==> src/rtl/alu_pipe.sv <==
// Two-stage pipelined 8-op ALU with C/V/Z/N flags and a handshake counter; latency 2 clocks, 1 beat/cycle.
// Back-pressure: a stalled output holds S2 and, when S1 is occupied, drops in_ready combinationally.
module alu_pipe #(
  parameter int N     = 32,
  parameter int CNT_W = 16
) (
  input  logic             clk,
  input  logic             rst_n,
  input  logic             in_valid,
  output logic             in_ready,
  input  logic [N-1:0]     in1_val,
  input  logic [N-1:0]     in2_val,
  input  logic [2:0]       mux_in,
  input  logic             c_in,
  output logic             out_valid,
  input  logic             out_ready,
  output logic [N-1:0]     out1_val,
  output logic             c_out,
  output logic             ovf,
  output logic             zero,
  output logic             neg,
  output logic [CNT_W-1:0] op_count
);

  typedef enum logic [2:0] {
    OP_MOV  = 3'b000,
    OP_NOT  = 3'b001,
    OP_ADD  = 3'b010,
    OP_NOR  = 3'b011,
    OP_SUB  = 3'b100,
    OP_NAND = 3'b101,
    OP_AND  = 3'b110,
    OP_SLT  = 3'b111
  } op_e;

  typedef struct packed {
    logic [N-1:0] a;
    logic [N-1:0] b;
    op_e          op;
    logic         cin;
  } s1_t;

  typedef struct packed {
    logic [N-1:0] r;
    logic         c;
    logic         v;
  } res_t;

  logic s1_valid;
  logic s2_valid;
  s1_t  s1_q;
  res_t res;

  logic s2_adv;
  logic s1_adv;

  assign s2_adv    = !s2_valid || out_ready;
  assign s1_adv    = !s1_valid || s2_adv;
  assign in_ready  = s1_adv;
  assign out_valid = s2_valid;

  logic [N:0] sum_ext;
  logic [N:0] diff_ext;
  logic       slt_bit;

  // SUB is A + ~B + 1 so the carry reads as "no borrow".
  assign sum_ext  = {1'b0, s1_q.a} + {1'b0, s1_q.b} + (N+1)'(s1_q.cin);
  assign diff_ext = {1'b0, s1_q.a} + {1'b0, ~s1_q.b} + (N+1)'(1);
  // A true signed compare stays correct where A-B overflows.
  assign slt_bit  = $signed(s1_q.a) < $signed(s1_q.b);

  always_comb begin
    res = '0;
    unique case (s1_q.op)
      OP_MOV:  res.r = s1_q.a;
      OP_NOT:  res.r = ~s1_q.a;
      OP_ADD: begin
        res.r = sum_ext[N-1:0];
        res.c = sum_ext[N];
        res.v = (s1_q.a[N-1] == s1_q.b[N-1]) && (sum_ext[N-1] != s1_q.a[N-1]);
      end
      OP_NOR:  res.r = ~(s1_q.a | s1_q.b);
      OP_SUB: begin
        res.r = diff_ext[N-1:0];
        res.c = diff_ext[N];
        res.v = (s1_q.a[N-1] != s1_q.b[N-1]) && (diff_ext[N-1] != s1_q.a[N-1]);
      end
      OP_NAND: res.r = ~(s1_q.a & s1_q.b);
      OP_AND:  res.r = s1_q.a & s1_q.b;
      OP_SLT:  res.r = {{(N-1){1'b0}}, slt_bit};
      default: res = '0;
    endcase
  end

  always_ff @(posedge clk or negedge rst_n) begin
    if (!rst_n) begin
      s1_valid <= 1'b0;
      s1_q     <= '0;
    end else if (s1_adv) begin
      s1_valid <= in_valid;
      if (in_valid) begin
        s1_q.a   <= in1_val;
        s1_q.b   <= in2_val;
        s1_q.op  <= op_e'(mux_in);
        s1_q.cin <= c_in;
      end
    end
  end

  // Output data is only refreshed by a real beat; bubbles leave it stale.
  always_ff @(posedge clk or negedge rst_n) begin
    if (!rst_n) begin
      s2_valid <= 1'b0;
      out1_val <= '0;
      c_out    <= 1'b0;
      ovf      <= 1'b0;
      zero     <= 1'b0;
      neg      <= 1'b0;
    end else if (s2_adv) begin
      s2_valid <= s1_valid;
      if (s1_valid) begin
        out1_val <= res.r;
        c_out    <= res.c;
        ovf      <= res.v;
        zero     <= (res.r == '0);
        neg      <= res.r[N-1];
      end
    end
  end

  always_ff @(posedge clk or negedge rst_n) begin
    if (!rst_n) begin
      op_count <= '0;
    end else if (s2_valid && out_ready) begin
      op_count <= op_count + 1'b1;
    end
  end

endmodule
==> config.mk <==
export PLATFORM = sky130hd
export DESIGN_NAME = alu_pipe
export DESIGN_NICKNAME = d
export VERILOG_FILES = /design/src/rtl/alu_pipe.sv
export SDC_FILE = /design/constraint.sdc
export NUM_CORES = 1
export LEC_CHECK = 0
export CAP_MARGIN = 5
export CORE_UTILIZATION = 60
export CTS_CLUSTER_DIAMETER = 120
export DETAILED_ROUTE_END_ITERATION = 16
export PLACE_DENSITY = 0.84
export SETUP_SLACK_MARGIN = 0.3
export SYNTH_ARGS = -nofsm -noshare
export SYNTH_HDL_FRONTEND = slang
export SYNTH_SLANG_ARGS = --single-unit
==> constraint.sdc <==
create_clock -name clk -period 6.2 [get_ports clk]
set_input_delay 0.62 -clock clk [delete_from_list [all_inputs] [get_ports clk]]
set_output_delay 0.62 -clock clk [all_outputs]
set_load 0.02 [all_outputs]
* Word-level counts from Yosys, hierarchy flattened
Cells that the tools add are included.
Storage, ports and cells: bits in registers 122
Cells by class: add/subtract/negate cells 5, magnitude comparators 1, equality and inequality tests 11, muxes and demuxes 2, bitwise logic cells 6, reduce and logical (&&, ||, !) cells 11
Operators with widths (count):
- $pmux 32 s8 | 1
- $not 32->32 | 4
- $add 32x32->33 | 2
- $add 33x1->33 | 1
- $add 33x1->33 const B | 1
- $and 32x32->32 | 1
- $logic_not 32->1 | 1
- $lt 32x32->1 | 1
- $or 32x32->32 | 1
- $add 16x1->16 const B | 1
- $eq 3x3->1 const B | 4
- $eq 3x2->1 const B | 2
- $pmux 2 s2 | 1
- $reduce_and 2->1 | 2
- $eq 3x1->1 const B | 1
- $logic_and 1x1->1 | 3
- $logic_not 3->1 | 1
- $ne 1x1->1 | 3
- $logic_not 1->1 | 2
- $logic_or 1x1->1 | 2
- $eq 1x1->1 | 1

* Longest topological paths before layout
Gate-level depths: netlist of run 1.
word-level depth 6, depth in mapped cells 15, mapped depth without buffers 14

* Worst setup path after synthesis of run 1
Ideal clock, no wire load.
path kind reg2reg, from register s1_q[4] (netlist bit), to register zero, setup time 0.104 ns, arrival 3.900 ns, data required time 6.096 ns, setup slack 2.197 ns, cell stages (with the launch flop) 14, path buffers 0, cell sequence dfrtp_1 fa_1 fa_1 a211o_1 a21o_2 a31oi_4 nor2_1 or3_1 a21o_1 a221o_1 nor4_1 nand4_1 or4_1 o41ai_2
On the way: word-level cells in the longest chain between the ends 5
Ends and longest elaborated chain:
- from (decl) | line 51 | s1_t s1_q;
- $not 32->32 | line 68 | assign diff_ext = {1'b0, s1_q.a} + {1'b0, ~s1_q.b} + (N+1)'(1);
- $add 32x32->33 | line 68
- $add 33x1->33 | line 68
- $pmux 32 s8 * | line 74 | unique case (s1_q.op)
- $logic_not 32->1 * | line 125 | zero <= (res.r == '0);
- to (signal assigned) | line 125
- to (decl) | line 20 | output logic zero,
Mark *: on every way between the ends. The rest lies on a longest branch, timed or not. A chain may end at the register's enable or synchronous reset.

* Final worst setup path of run 1
Same ends and word-level chain as after synthesis.

==> results of run 1 <==
## cells in the final DEF (no fill, tap or decap), drive strengths merged, types with 12 or more instances in the layout
master and n:
a211oi 29, a21o 24, a21oi 147, a31oi 18, buf 19, clkbuf 17, clkdlybuf4s50 124, dfrtp 121
ha 106, inv 106, mux2 79, nand2 100, nand2b 19, nand3 25, nand4 14, nor2 83
nor2b 12, nor3 18, o211ai 12, o21ai 82, o31ai 22, xnor2 28
## through the flow
stage          total power [mW]  hold slack, ps  instances
2_1_floorplan              2.76             324       1317
3_3_place_gp               3.55             462       1608
3_5_place_dp               3.58             469       1608
4_1_cts                    4.63             369       1640
5_1_grt                    4.94             429       1640
6_report                   4.69             323       1640
## power by group
group / leakage, nW / total [mW] / internal, mW / switching [mW]
Clock: 0.288 / 1.04 / 0.575 / 0.460
Combinational: 3.95 / 2.47 / 0.987 / 1.48
Sequential: 1.45 / 1.19 / 0.968 / 0.222
Total: 5.68 / 4.69 / 2.53 / 2.16
## registers in the layout, indices dropped and copies added, names as in the netlist
register and flops:
c_out 1, op_count 16, out1_val 32, out_valid 1
ovf 1, s1_q 68, s1_valid 1, zero 1
## kinds of logic (layout without fill, tap and decap cells)
group / after synthesis / after routing
compound gates: 462 / 462
simple gates: 324 / 324
buf+inv: 177 / 271
flops: 121 / 121
fa+ha+maj: 109 / 109
mux: 90 / 90
xor+xnor: 34 / 34
## worst reg2reg max path: cells and delay by family, from the launching register on
| family | cells | cell delay (ps) |
|---|---|---|
| compound gates | 7 | 2200 |
| fa+ha+maj | 2 | 880 |
| simple gates | 3 | 760 |
| flops | 1 | 460 |
| xor+xnor | 1 | 160 |
## final timing paths
check,startpoint,endpoint,slack (ps),cells past startpoint
min,rst_n,s1_q[24],320,1
max in group asynchronous,rst_n,s1_q[1],4610,2
max,s1_q[4],zero,1630,13
min in group clk,out1_val[28],out1_val[28],480,1
max reg2reg,s1_q[4],zero,1630,13
min reg2reg,out1_val[28],out1_val[28],480,1
## per-layer routing
metal / wire, microns / part of all wire (%) / GRT usage [%] / vias to the layer above
met2: 17100 / 46 / 63.9 / 681
met4: 1860 / 5.0 / 22.0 / 0
met1: 15200 / 41 / 53.1 / 5179
met5: 0 / 0 / 0 / -
met3: 3330 / 8.9 / 7.14 / 141
li1: - / - / - / 4971
## area by class of cell
class / instances / area (sq um) / area share [%]
Sequential cell: 121 / 3030 / 23.4
Timing Repair Buffer: 143 / 1380 / 10.7
Clock inverter: 15 / 170 / 1.31
Multi-Input combinational cell: 1019 / 7310 / 56.4
Clock buffer: 17 / 425 / 3.28
Inverter: 96 / 360 / 2.78
Tap cell: 229 / 287 / 2.21
==> flow_summary.yaml, run 1 <==
place:
  pre_cts_slack_ps: 1710
  dp.final_hpwl_microns: 27100
  io_buffers: 125
  place_congestion: 1.04
  placed_area_sq_um: 12400
timing:
  setup_viol: 0
  clock.fmax_ghz: 0.219
  setup_ws_ps: 1630
  final-max-slew-violation-count: 0
  slew_headroom_pct: 27.4
  period_needed_ps: 4570
  rsz0062_at_grt: "no"
  finClkSkew_ps: 13.2
  tightest_slew_ps: 1090
  hold_viol_final: 0
  period_share_pct: 73.8
  totalNegativeSetupSlack_ps: 0
synthesis:
  synth_nets: 1498
  synth_top_family_by_area: "compound AO/OA/AOI/OAI gates"
  yosys.area_share.simple_pct: 14.1
  synth_common_cells: "a21oi_1 (147), dfrtp_1 (121), ha_1 (106)"
  synth_top_cells_by_area: "dfrtp_1 (27%), ha_1 (12%), mux2_2 (8.0%)"
  synth_compound_area_share_pct: 27.7
  yosys.area.top_type_share_pct: 27.4
  async_reset_ff_share_pct: 100
  yosysWarnings: 0
  synth_xor_area_share_pct: 2.69
  ys.flop_type: "dfrtp_1"
  yosysSeqAreaShare_pct: 27.4
  yosys_register_bits: 121
  syn_inst: 1317
  netlist_area_sq_um: 11100
  synth-edff-count: 0
  synth_area_leader_cell: "dfrtp_1"
  avgSynthCellArea_sq_um: 8.41
  yosysMostFrequentCell: "a21oi_1"
  synth-adder-area-share_pct: 12.5
  synthDistinctLibCells: 84
  synthMuxAreaShare_pct: 9.03
drt:
  dr.pass1.iters: 6
  via_per_inst: 6.69
  drt_iter0_drc: 1266
  wirelength_microns: 37400
  ant_nets: 0
  route.detailed.drc: 0
  via_count: 10972
  wire_per_inst_microns: 22.8
global_routing:
  grt_pass1_vias: 10562
  grt_first_pass_wirelength_microns: 58000
  antenna_found_initial: 0
  grt_max_degree: 76
  gr-total-overflow: 0
  grt_usage_pct: 40.7
final_layout:
  nets: 1579
  fin_area_sq_um: 13000
  n_fill_cell: 1450
  final_core_util_pct: 72.0
  drive_gt1_share_pct: 11.1
  diodes: 0
  area_growth_pct: 17.2
critical_path:
  slowest_stage: "or4_1"
  timing.critical_path.slowest_cell_delay_ps: 560
  crit_family: "compound AO/OA/AOI/OAI gates"
  critPathLaunchType: "flop"
  arrival_ps: 4920
  cp-end-kind: "flop"
  critPathKind: "reg2reg"
  critPathBufInv: 0
  path_max_fanout: 6
  crit_chain: "fa_1 -> fa_1 -> a211o_1 -> a21o_2 -> a221oi_1 -> xnor2_1 -> nor2_1 -> o32ai_1 -> o21ai_0 -> a2111oi_2 -> nand4_1 -> or4_1 -> o41ai_2"
  worstPathRequired_ps: 6540
  cp_common_cell: "fa_1"
power:
  p_leak_nw: 5.68
  power.density_nw_per_um2: 362
  ir_drop_mv: 0.314
clock_network:
  clock-sinks: 121
  hold_buffers: 0
  cts_made_buffers: 17
  ctsResizeCount: 0
  cts_root_buffer: "clkbuf_16"
  insertion_delay_ps: 450
  cts_tree: "done"
  ctsLongestPathBuffers: 2
  post_cts_buffers: 0
  htreeDepth: 4
  clk_pin_slew_worst_paths_ps: 70
die:
  start_util_pct: 61.4
  core.rowCount: 49
  die_w_microns: 138
  num_io_pins: 126
  core-area_sq_um: 18000
  die_h_microns: 138
  dieArea_sq_um: 19000
worst_hold_path:
  holdCritPathClass: "in2async"
flow_run:
  drv_cap: 0
outcome:
  status: "completed"
No activity file was read; power rests on OpenSTA's default activity.
==> inputs of run 2 (changes only) <==
--- a/config.mk
+++ b/config.mk
@@ -6,10 +6,10 @@
 export NUM_CORES = 1
 export LEC_CHECK = 0
 export CAP_MARGIN = 5
-export CORE_UTILIZATION = 60
+export CORE_UTILIZATION = 53
 export CTS_CLUSTER_DIAMETER = 120
 export DETAILED_ROUTE_END_ITERATION = 16
-export PLACE_DENSITY = 0.84
+export PLACE_DENSITY = 0.79
 export SETUP_SLACK_MARGIN = 0.3
 export SYNTH_ARGS = -nofsm -noshare
 export SYNTH_HDL_FRONTEND = slang
==> constraint.sdc (replaced) <==
create_clock -name clk -period 4.2 [get_ports clk]
set_input_delay 0.42 -clock clk [delete_from_list [all_inputs] [get_ports clk]]
set_output_delay 0.42 -clock clk [all_outputs]
set_load 0.02 [all_outputs]
==> flow_summary.yaml, run 2 (synthesis results as in run 1) <==
global_routing:
  grt.met2_usage_pct: 59.7
  grt_max_degree: 86
  antenna_found_initial: 0
  grt_first_pass_wirelength_microns: 62000
  grt_pass1_vias: 11343
  grt.busiest_layer: "met2"
  gr-total-overflow: 0
  met1_usage_pct: 46.3
  grt.met3_usage_pct: 8.47
  grt_usage_pct: 37.1
power:
  p_int_mw: 4.06
  comb_power_share_pct: 56.8
  power.density_nw_per_um2: 526
  p_total_mw: 7.40
  p_switching_mw: 3.34
  p_leak_nw: 6.25
  ir_drop_mv: 0.329
  p_clk_share_pct: 20.3
  swShare_pct: 45.1
  power_frac_seq_pct: 22.9
timing:
  clock.fmax_ghz: 0.240
  final-max-slew-violation-count: 0
  setup_ws_ps: 40.1
  period_share_pct: 99.0
  finClkSkew_ps: 14.9
  slew_headroom_pct: 41.4
  rsz0062_at_grt: "yes"
  setup_viol: 0
  hold_viol_final: 0
  period_needed_ps: 4160
  tightest_slew_ps: 875
critical_path:
  critPathLaunchType: "flop"
  critPathBufInv: 1
  worstPathRequired_ps: 4540
  arrival_ps: 4500
  path_max_fanout: 4
  cp_common_cell: "fa_2"
  crit_chain: "fa_2 -> fa_2 -> a211o_1 -> a21o_4 -> buf_4 -> a31oi_4 -> nor2_1 -> or3_1 -> a21o_1 -> o31a_1 -> nor4_2 -> nand4_1 -> or4_4 -> o41ai_2"
  critPathKind: "reg2reg"
  timing.critical_path.slowest_cell_delay_ps: 430
  slowest_stage: "or4_4"
  cp-end-kind: "flop"
  crit_family: "compound AO/OA/AOI/OAI gates"
clock_network:
  clock-sinks: 121
  cts_tree: "done"
  cts_root_buffer: "clkbuf_16"
  cts_made_buffers: 17
  clk_pin_slew_worst_paths_ps: 70
  insertion_delay_ps: 440
  ctsLongestPathBuffers: 2
  htreeDepth: 4
place:
  place_congestion: 1.02
  io_buffers: 125
  dp_cells: 1747
  pre_cts_slack_ps: -147
  dp.final_hpwl_microns: 29200
final_layout:
  diodes: 0
  reg_top3: "s1_q: 68 flops, out1_val: 32 flops, op_count: 16 flops"
  n_fill_cell: 1729
  area_growth_pct: 27.0
  top_register: "s1_q"
  nets: 1690
  drive_gt1_share_pct: 19.2
  layout_common_cells: "a21oi_1 (143), buf_4 (125), clkdlybuf4s50_1 (124)"
  largest_register_ffs: 68
  final_core_util_pct: 69.0
  mostFrequentLayoutCell: "a21oi_1"
  layout.cells.non_filler: 1792
drt:
  via_per_inst: 6.39
  wire_per_inst_microns: 22.0
  drt_iter0_drc: 1016
  dr.pass1.iters: 7
  route.detailed.drc: 0
  wirelength_microns: 39400
  via_count: 11452
  ant_nets: 0
die:
  dieArea_sq_um: 21500
  core-area_sq_um: 20400
  num_io_pins: 126
  die_h_microns: 147
  die_w_microns: 147
  start_util_pct: 54.4
  core.rowCount: 52
outcome:
  status: "completed"
worst_hold_path:
  holdCritPathClass: "reg2reg"
flow_run:
  drv_cap: 0
run 2: layout make-up:
class	count	area [sq um]	share of cell area, %
clock buffer	17	425	3.03
clock inverter	15	159	1.13
inverter	96	360	2.56
multi-input combinational	1019	7480	53.2
sequential	121	3030	21.6
tap	270	338	2.40
timing repair buffer	254	2260	16.1
run 2: worst register-to-register path: cells and delay by family, from the launching register on:
family	cells	cell delay, ps
AO/OA/AOI/OAI	6	1520
AND/OR/NAND/NOR	5	1190
adder cells (fa/ha/maj)	2	780
flip-flops	1	410
buffers and inverters	1	150
run 2: worst paths after layout:
| path | cells after the start | slack (ps) | end | startpoint |
|---|---|---|---|---|
| worst max-delay path | 14 | 40 | zero | s1_q[0] |
| worst min register to register | 2 | 490 | ovf | ovf |
| worst min-delay path | 2 | 490 | ovf | ovf |
| min in group asynchronous | 2 | 510 | s1_q[56] | rst_n |
| worst max register to register | 14 | 40 | zero | s1_q[0] |
| max in group asynchronous | 3 | 2820 | s1_q[1] | rst_n |
run 2: repair_timing:
action,4_1_cts,5_1_grt
gates resized for setup,19,15
hold endpoints to repair,36,0
endpoints found under the setup margin,2,3
buffers inserted,10,2
pin swaps,21,13
hold buffers,1,0
run 2: metal layers:
| metal | wire, microns | vias to the layer above | share of wire (%) |
|---|---|---|---|
| li1 | - | 5193 | - |
| met2 | 18300 | 626 | 47 |
| met4 | 1880 | 0 | 4.8 |
| met3 | 3500 | 138 | 8.9 |
| met5 | 0 | - | 0 |
| met1 | 15700 | 5495 | 40 |
run 2: power by group through the flow:
| stage | Sequential [mW] | Clock (mW) | Combinational [mW] |
|---|---|---|---|
| 4_1_cts | 1.69 | 1.52 | 4.04 |
| 2_1_floorplan | 1.85 | 0 | 2.22 |
| 6_report | 1.69 | 1.50 | 4.20 |
| 5_1_grt | 1.73 | 1.56 | 4.49 |
| 3_5_place_dp | 1.70 | 0 | 3.92 |
| 3_3_place_gp | 1.69 | 0 | 3.89 |
run 2: stage by stage:
step / area, sq um / hold slack (ps) / setup TNS [ps]
6_report: 14100 / 490 / 0
3_5_place_dp: 13200 / 421 / -147
3_3_place_gp: 13200 / 410 / -48.0
4_1_cts: 14000 / 491 / 0
2_1_floorplan: 11100 / 124 / 0
5_1_grt: 14100 / 508 / -82.7
